===== src/rtl/svm_seq_pkg.sv =====
// Shared state encoding, default sizes and width helper for the SVM sample sequencer.
package svm_seq_pkg;

    localparam int unsigned N_FEATURES_DEFAULT  = 17;
    localparam int unsigned INPUT_WIDTH_DEFAULT = 4;
    localparam int unsigned CLASS_WIDTH_DEFAULT = 4;

    typedef enum logic [1:0] {
        LOAD = 2'd0,
        RUN  = 2'd1,
        DONE = 2'd2
    } seq_state_e;

    // Counter width able to hold 0..n-1, never narrower than one bit.
    function automatic int unsigned cnt_width(input int unsigned n);
        return (n > 1) ? $clog2(n) : 1;
    endfunction

endpackage


===== src/rtl/svm_seq_watchdog.sv =====
// RUN-phase watchdog: counts cycles spent in RUN and flags the last allowed one.
// Only instantiated when SEQ_TIMEOUT_EN is defined.
module svm_seq_watchdog
    import svm_seq_pkg::*;
#(
    parameter int unsigned TIMEOUT_CYCLES = 64
) (
    input  logic clk,
    input  logic rst,
    input  logic run,
    output logic timeout
);

    localparam int unsigned    CntW   = cnt_width(TIMEOUT_CYCLES);
    localparam logic [CntW-1:0] CntMax = CntW'(TIMEOUT_CYCLES - 1);

    logic [CntW-1:0] cnt_q;

    // Held at zero outside RUN so every RUN entry starts a fresh count.
    always_ff @(posedge clk) begin
        if (rst || !run) begin
            cnt_q <= '0;
        end else if (cnt_q != CntMax) begin
            cnt_q <= cnt_q + 1'b1;
        end
    end

    assign timeout = run && (cnt_q == CntMax);

endmodule


===== src/rtl/svm_sample_sequencer.sv =====
// Collects N_FEATURES features into a packed sample, runs the classifier and hands off the class.
// Optional RUN watchdog enabled by defining SEQ_TIMEOUT_EN.
module svm_sample_sequencer
    import svm_seq_pkg::*;
#(
    parameter int unsigned N_FEATURES     = N_FEATURES_DEFAULT,
    parameter int unsigned INPUT_WIDTH    = INPUT_WIDTH_DEFAULT,
    parameter int unsigned CLASS_WIDTH    = CLASS_WIDTH_DEFAULT,
    parameter int unsigned TIMEOUT_CYCLES = 64
) (
    input  logic                              clk,
    input  logic                              rst,
    input  logic                              s_valid,
    input  logic [INPUT_WIDTH-1:0]            s_feat,
    output logic                              s_ready,
    output logic [N_FEATURES*INPUT_WIDTH-1:0] feat_vec,
    output logic                              clf_rst_n,
    input  logic                              clf_ready,
    input  logic [CLASS_WIDTH-1:0]            clf_class,
    output logic                              res_valid,
    input  logic                              res_ready,
    output logic [CLASS_WIDTH-1:0]            res_class,
    output logic                              res_err,
    output logic [15:0]                       sample_cnt
);

    localparam int unsigned     VecW    = N_FEATURES * INPUT_WIDTH;
    localparam int unsigned     IdxW    = cnt_width(N_FEATURES);
    localparam logic [IdxW-1:0] LastIdx = IdxW'(N_FEATURES - 1);

    seq_state_e              state_q, state_d;
    logic [IdxW-1:0]         feat_idx_q, feat_idx_d;
    logic [VecW-1:0]         feat_vec_q, feat_vec_d;
    logic [CLASS_WIDTH-1:0]  res_class_q, res_class_d;
    logic [15:0]             sample_cnt_q, sample_cnt_d;
    logic                    clf_ready_q;
    logic                    clf_done;
    logic                    in_run;
    logic                    timeout;

    assign in_run = (state_q == RUN);
    // Rising edge only, so a ready left high from a previous run is ignored.
    assign clf_done = clf_ready && !clf_ready_q;

    always_ff @(posedge clk) begin
        if (rst) begin
            state_q      <= LOAD;
            feat_idx_q   <= '0;
            feat_vec_q   <= '0;
            res_class_q  <= '0;
            sample_cnt_q <= '0;
            clf_ready_q  <= 1'b0;
        end else begin
            state_q      <= state_d;
            feat_idx_q   <= feat_idx_d;
            feat_vec_q   <= feat_vec_d;
            res_class_q  <= res_class_d;
            sample_cnt_q <= sample_cnt_d;
            clf_ready_q  <= clf_ready;
        end
    end

    always_comb begin
        state_d      = state_q;
        feat_idx_d   = feat_idx_q;
        feat_vec_d   = feat_vec_q;
        res_class_d  = res_class_q;
        sample_cnt_d = sample_cnt_q;
        unique case (state_q)
            LOAD: begin
                if (s_valid) begin
                    // First feature ends up in the MSB slice once the sample is complete.
                    feat_vec_d = {feat_vec_q[VecW-INPUT_WIDTH-1:0], s_feat};
                    if (feat_idx_q == LastIdx) begin
                        feat_idx_d = '0;
                        state_d    = RUN;
                    end else begin
                        feat_idx_d = feat_idx_q + 1'b1;
                    end
                end
            end
            RUN: begin
                if (clf_done) begin
                    res_class_d = clf_class;
                    state_d     = DONE;
                end else if (timeout) begin
                    res_class_d = '0;
                    state_d     = DONE;
                end
            end
            DONE: begin
                if (res_ready) begin
                    sample_cnt_d = sample_cnt_q + 1'b1;
                    state_d      = LOAD;
                end
            end
            default: state_d = LOAD;
        endcase
    end

`ifdef SEQ_TIMEOUT_EN
    logic res_err_q;

    svm_seq_watchdog #(
        .TIMEOUT_CYCLES(TIMEOUT_CYCLES)
    ) u_watchdog (
        .clk    (clk),
        .rst    (rst),
        .run    (in_run),
        .timeout(timeout)
    );

    // A completion edge coinciding with the timeout counts as a clean result.
    always_ff @(posedge clk) begin
        if (rst) begin
            res_err_q <= 1'b0;
        end else if (in_run) begin
            if (clf_done) begin
                res_err_q <= 1'b0;
            end else if (timeout) begin
                res_err_q <= 1'b1;
            end
        end
    end

    assign res_err = res_err_q;
`else
    logic unused_timeout_cfg;

    assign timeout            = 1'b0;
    assign unused_timeout_cfg = ^TIMEOUT_CYCLES;
    assign res_err            = 1'b0;
`endif

    assign s_ready    = (state_q == LOAD);
    assign clf_rst_n  = in_run;
    assign res_valid  = (state_q == DONE);
    assign feat_vec   = feat_vec_q;
    assign res_class  = res_class_q;
    assign sample_cnt = sample_cnt_q;

endmodule


===== config.mk =====
export PLATFORM = sky130hd
export DESIGN_NAME = svm_sample_sequencer
export DESIGN_NICKNAME = d
export VERILOG_FILES = /design/src/rtl/svm_seq_pkg.sv /design/src/rtl/svm_seq_watchdog.sv /design/src/rtl/svm_sample_sequencer.sv
export SDC_FILE = /design/constraint.sdc
export NUM_CORES = 1
export LEC_CHECK = 0
export ABC_CLOCK_PERIOD_IN_PS = 2290
export CELL_PAD_IN_SITES_DETAIL_PLACEMENT = 1
export CELL_PAD_IN_SITES_GLOBAL_PLACEMENT = 1
export CORE_ASPECT_RATIO = 0.5
export CORE_MARGIN = 2
export CORE_UTILIZATION = 36
export CTS_CLUSTER_SIZE = 40
export DETAILED_ROUTE_END_ITERATION = 7
export PLACE_DENSITY_LB_ADDON = 0.1
export SLEW_MARGIN = 20
export SYNTH_ARGS = -nofsm -noshare
export SYNTH_HDL_FRONTEND = slang
export SYNTH_SLANG_ARGS = --single-unit
export TNS_END_PERCENT = 1

===== constraint.sdc =====
create_clock -name clk -period 2.29 [get_ports clk]
set_input_delay 0.458 -clock clk [delete_from_list [all_inputs] [get_ports clk]]
set_output_delay 0.458 -clock clk [all_outputs]
set_load 0.005 [all_outputs]

Yosys cells after proc, flatten, opt, wreduce, memory -nomap -nowiden
Cells that the tools add are included.
W data, S select, Z words.
- add/subtract/negate cells: 2
- multipliers: 0
- divide/modulo/power cells: 0
- $lt $le $gt $ge: 0
- eq/ne operators: 7
- shift-type cells: 0
- mux-type cells: 6
- bitwise logic cells: 0
- reductions and logical operators: 7
- operators with widths (kind ; count):
    $add A16 B1 Y16 const B ; 1
    $mux W2 ; 4
    $ne A2 B1 Y1 const B ; 3
    $pmux W2 S3 ; 1
    $reduce_and A2 Y1 ; 3
    $add A5 B1 Y5 const B ; 1
    $eq A5 B5 Y1 const B ; 1
    $mux W5 ; 1
    $reduce_and A4 Y1 ; 1
    $eq A2 B1 Y1 const B ; 1
    $eq A2 B2 Y1 const B ; 1
    $logic_not A2 Y1 ; 1
    $ne A2 B2 Y1 const B ; 1
    $logic_and A1 B1 Y1 ; 1
    $logic_not A1 Y1 ; 1
- register bits after elaboration: 96
- latch bits: 0
- memory bits (writable): 0
- ROM bits: 0
- bits of input ports: 13
- output and inout port bits: 92
- memories kept: 0

Depth between registers and ports, before layout
Gate-level depths: netlist of run 1.
- depth in word-level cells: 4
- gate-level depth with buffers: 7
- depth with buffers taken out: 6

Worst setup path before layout of run 1
OpenSTA, ideal clock, no wires.
- path kind: input to register
- start: input port res_ready
- end: register sample_cnt_q[15], in the netlist sample_cnt[15]
- arrival time: 1442 ps
- data required time: 2220 ps
- slack: 777 ps
- cell stages on the path: 5
- buffers on the path: 1
- path through: and4b_1 buf_6 nand3_4 or4_1 a21oi_1
- word-level cells in the longest chain between the ends: 1
- ends and longest elaborated chain (element ; line ; source):
    from (decl) ; svm_sample_sequencer.sv:21 ; input logic res_ready,
    $reduce_and A2 Y1 (no line) ; - ;
    to (signal assigned) ; svm_sample_sequencer.sv:58 ; sample_cnt_q <= sample_cnt_d;
    to (decl) ; svm_sample_sequencer.sv:35 ; logic [15:0] sample_cnt_q, sample_cnt_d;
Every way passes these cells.
A chain may end at the register's enable or synchronous reset.

Worst setup path after layout of run 1
- start: register state_q[1]
- end: output port res_valid
- word-level cells in the longest chain between the ends: 1
- ends and longest elaborated chain (element ; line ; source):
    from (decl) ; svm_sample_sequencer.sv:31 ; seq_state_e state_q, state_d;
    from (signal assigned) ; svm_sample_sequencer.sv:54 ; state_q <= state_d;
    $eq A2 B2 Y1 ; svm_sample_sequencer.sv:137 ; assign res_valid = (state_q == DONE);
    to (decl) ; svm_sample_sequencer.sv:20 ; output logic res_valid,
Every way passes these cells.

==> metrics.cfg, run 1 <==
[worst_setup_path]
crit_type=register to output pin
cp_slowest_stage_delay_ns=0.53
worst_ep_required_time_ns=1.83
critical_path_peak_fanout=8
startpoint_type=register
cp_slowest_cell=clkdlybuf4s50_1
arrival_ns=1.57
cp-end-kind=output pin
path_cells=nor2b_1 > clkdlybuf4s50_1

[detailed_routing]
drt-total-wl_um=9150
drtIter0Drc=99
first_pass_iters=4
vias=3185
viasPerCell=4.75
drcViolationCount=0
wire_per_inst_um=13.7
ant_nets=0

[clock_network]
cts_buffer_depth=2
hold_buffers=0
clk_latency_ns=0.34
cts_setup_buffers=0
htreeDepth=3
cts_resized=0
cts_tree=yes
path_clk_slew_ns=0.06
clock_tree.root_cell=clkbuf_16
cts_buffers=9
clkSinkCount=96

[sta]
rsz0062_at_grt=no
hold_violations=0
maxSlewViolCount=0
finalSetupViolCount=0
finalSetupTns_ns=0
maxSlewHeadroom_pct=64.3
finalCriticalPeriod_ns=2.03
holdWs_ns=0.455
fmax_mhz=493
fin_crit_sh_pct=88.7
fin_worst_skew_ns=0.00819
worstMarginPinSlew_ns=0.536

[layout]
layout_commonest_cell=nand2_1
area_growth_pct=43.1
antenna_cells=0
drive_gt1_share_pct=6.54
layout.nets=546
layout_common_cells=nand2_1, clkdlybuf4s50_1, dfxtp_1

[synth]
synth_area_per_cell_um2=8.22
synthMuxAreaShare_pct=1.11
synth_fa_ha_area_share_pct=1.04
synthXorXnorAreaFrac_pct=2.93
synth_cell_types=41
syn-instance-count=437
synth-simple-area-share_pct=24.6
synth_compound_area_share_pct=12.5
syn-num-nets=453
ys_seq_area_share_pct=53.5
ys_ff_latch=96
synth_top_family_by_area=simple AND/OR/NAND/NOR gates
syn-cell-area_um2=3590
yosys_warnings=0

[die]
start_util_pct=37.5
rows=25
die_area_um2=10800
coreArea_um2=9570
dieWidth_um=145
die_h_um=74.6
ioPinCount=105

[global_route]
grt_pass1_wl_um=14800
grt_usage_pct=17.0
grt_max_degree=70
grt-ovfl-total=0
grt_pass1_vias=3092
antenna_found_initial=0

[power]
p_leak_nw=1.72
ir_drop_v=0.000387
p_per_area_nw_per_um2=711

[placed_design]
dp_hpwl_um=6120
gp_congestion=0.805
portBuffers=103

[worst_hold_path]
min_path_type=register to register

[run]
drv_cap=0

[outcome]
status=finished clean

## cells by family after synthesis
| kind of cell | Yosys count |
|---|---|
| xor+xnor | 12 |
| buf+inv | 33 |
| simple gates | 202 |
| compound gates | 86 |
| fa+ha+maj | 3 |
| mux | 4 |
| other cells | 1 |
| flops | 96 |
## layout make-up
cell class | count | area, µm²
fillers | 1152 | 4430
flip-flops and latches | 96 | 1920
multi-input cells | 308 | 1530
repair buffers | 112 | 1150
clock buffers | 9 | 225
well taps | 135 | 169
clock inverters | 7 | 141
inverters | 3 | 11.3
## synth_stat cells (all sizes together)
cell	n	area, µm²
a21oi	77	385
a22oi	1	7.51
a311oi	2	17.5
a31o	1	8.76
a41oi	1	8.76
and2	1	6.26
and2b	1	8.76
and3	2	12.5
and4	1	11.3
and4b	1	10.0
buf	12	71.3
clkbuf	18	67.6
conb	1	3.75
dfxtp	96	1920
ha	3	37.5
inv	3	11.3
mux2i	4	40.0
nand2	145	544
nand2b	1	6.26
nand3	7	47.6
nand4	6	43.8
nand4b	1	8.76
nor2	22	82.6
nor2b	2	12.5
nor3	2	10.0
nor3b	2	20.0
nor4	2	12.5
nor4bb	1	10.0
o21ai	3	15.0
o31ai	1	7.51
or3	3	20.0
or3b	1	8.76
or4	1	7.51
xnor2	4	35.0
xor2	8	70.1
## critical path: cells and delay by family, from the launching register on
family,cells,cell delay [ns]
buffers and inverters,1,0.53
DFF,1,0.49
and+or+nand+nor,1,0.22
## where the power goes
| part | leakage (nW) | internal, mW | switching [mW] |
|---|---|---|---|
| Sequential | 0.775 | 1.68 | 0.00866 |
| Clock | 0.176 | 1.18 | 0.636 |
| Combinational | 0.768 | 0.0590 | 0.0894 |
| Total | 1.72 | 2.92 | 0.734 |
## per-layer routing
metal	routed length [µm]	global-route usage [%]	up-vias
met3	549	6.55	7
met5	0	0	-
met1	4230	20.4	1493
met4	73	4.58	0
met2	4300	29.5	60
li1	-	-	1625
## state kept, by name, indices dropped and copies added (netlist names)
register and count:
clf_ready_q 1, res_class 4, feat_vec 68, state_q 2
sample_cnt 16, feat_idx_q 5
## stage by stage
step / total power [mW] / area (µm²) / cells / utilization (%) / setup slack (ns)
6_report: 3.65 / 5140 / 670 / 53.7 / 0.260
2_1_floorplan: 1.80 / 3590 / 437 / - / 0.777
3_5_place_dp: 1.88 / 4770 / 654 / 49.9 / 0.243
3_3_place_gp: 1.88 / 4770 / 654 / 49.9 / 0.273
5_1_grt: 3.79 / 5140 / 670 / 53.7 / 0.168
4_1_cts: 3.71 / 5140 / 670 / 53.7 / 0.230
## path summary, 6_finish.rpt
path	from	depth (start not counted)	endpoint	slack, ns
worst max-delay path	state_q[1]	2	res_valid	0.26
worst min-delay path	feat_vec[64]	2	feat_vec[64]	0.45
worst max register to register	state_q[1]	5	sample_cnt[14]	0.65
worst min register to register	feat_vec[64]	2	feat_vec[64]	0.45
No activity file was read; power rests on OpenSTA's default activity.
==> run 2: changes to the inputs <==
- SLEW_MARGIN: 20 -> not set
==> results of run 2 <==
No change in the layout: final DEF, timing and power equal those of run 1.
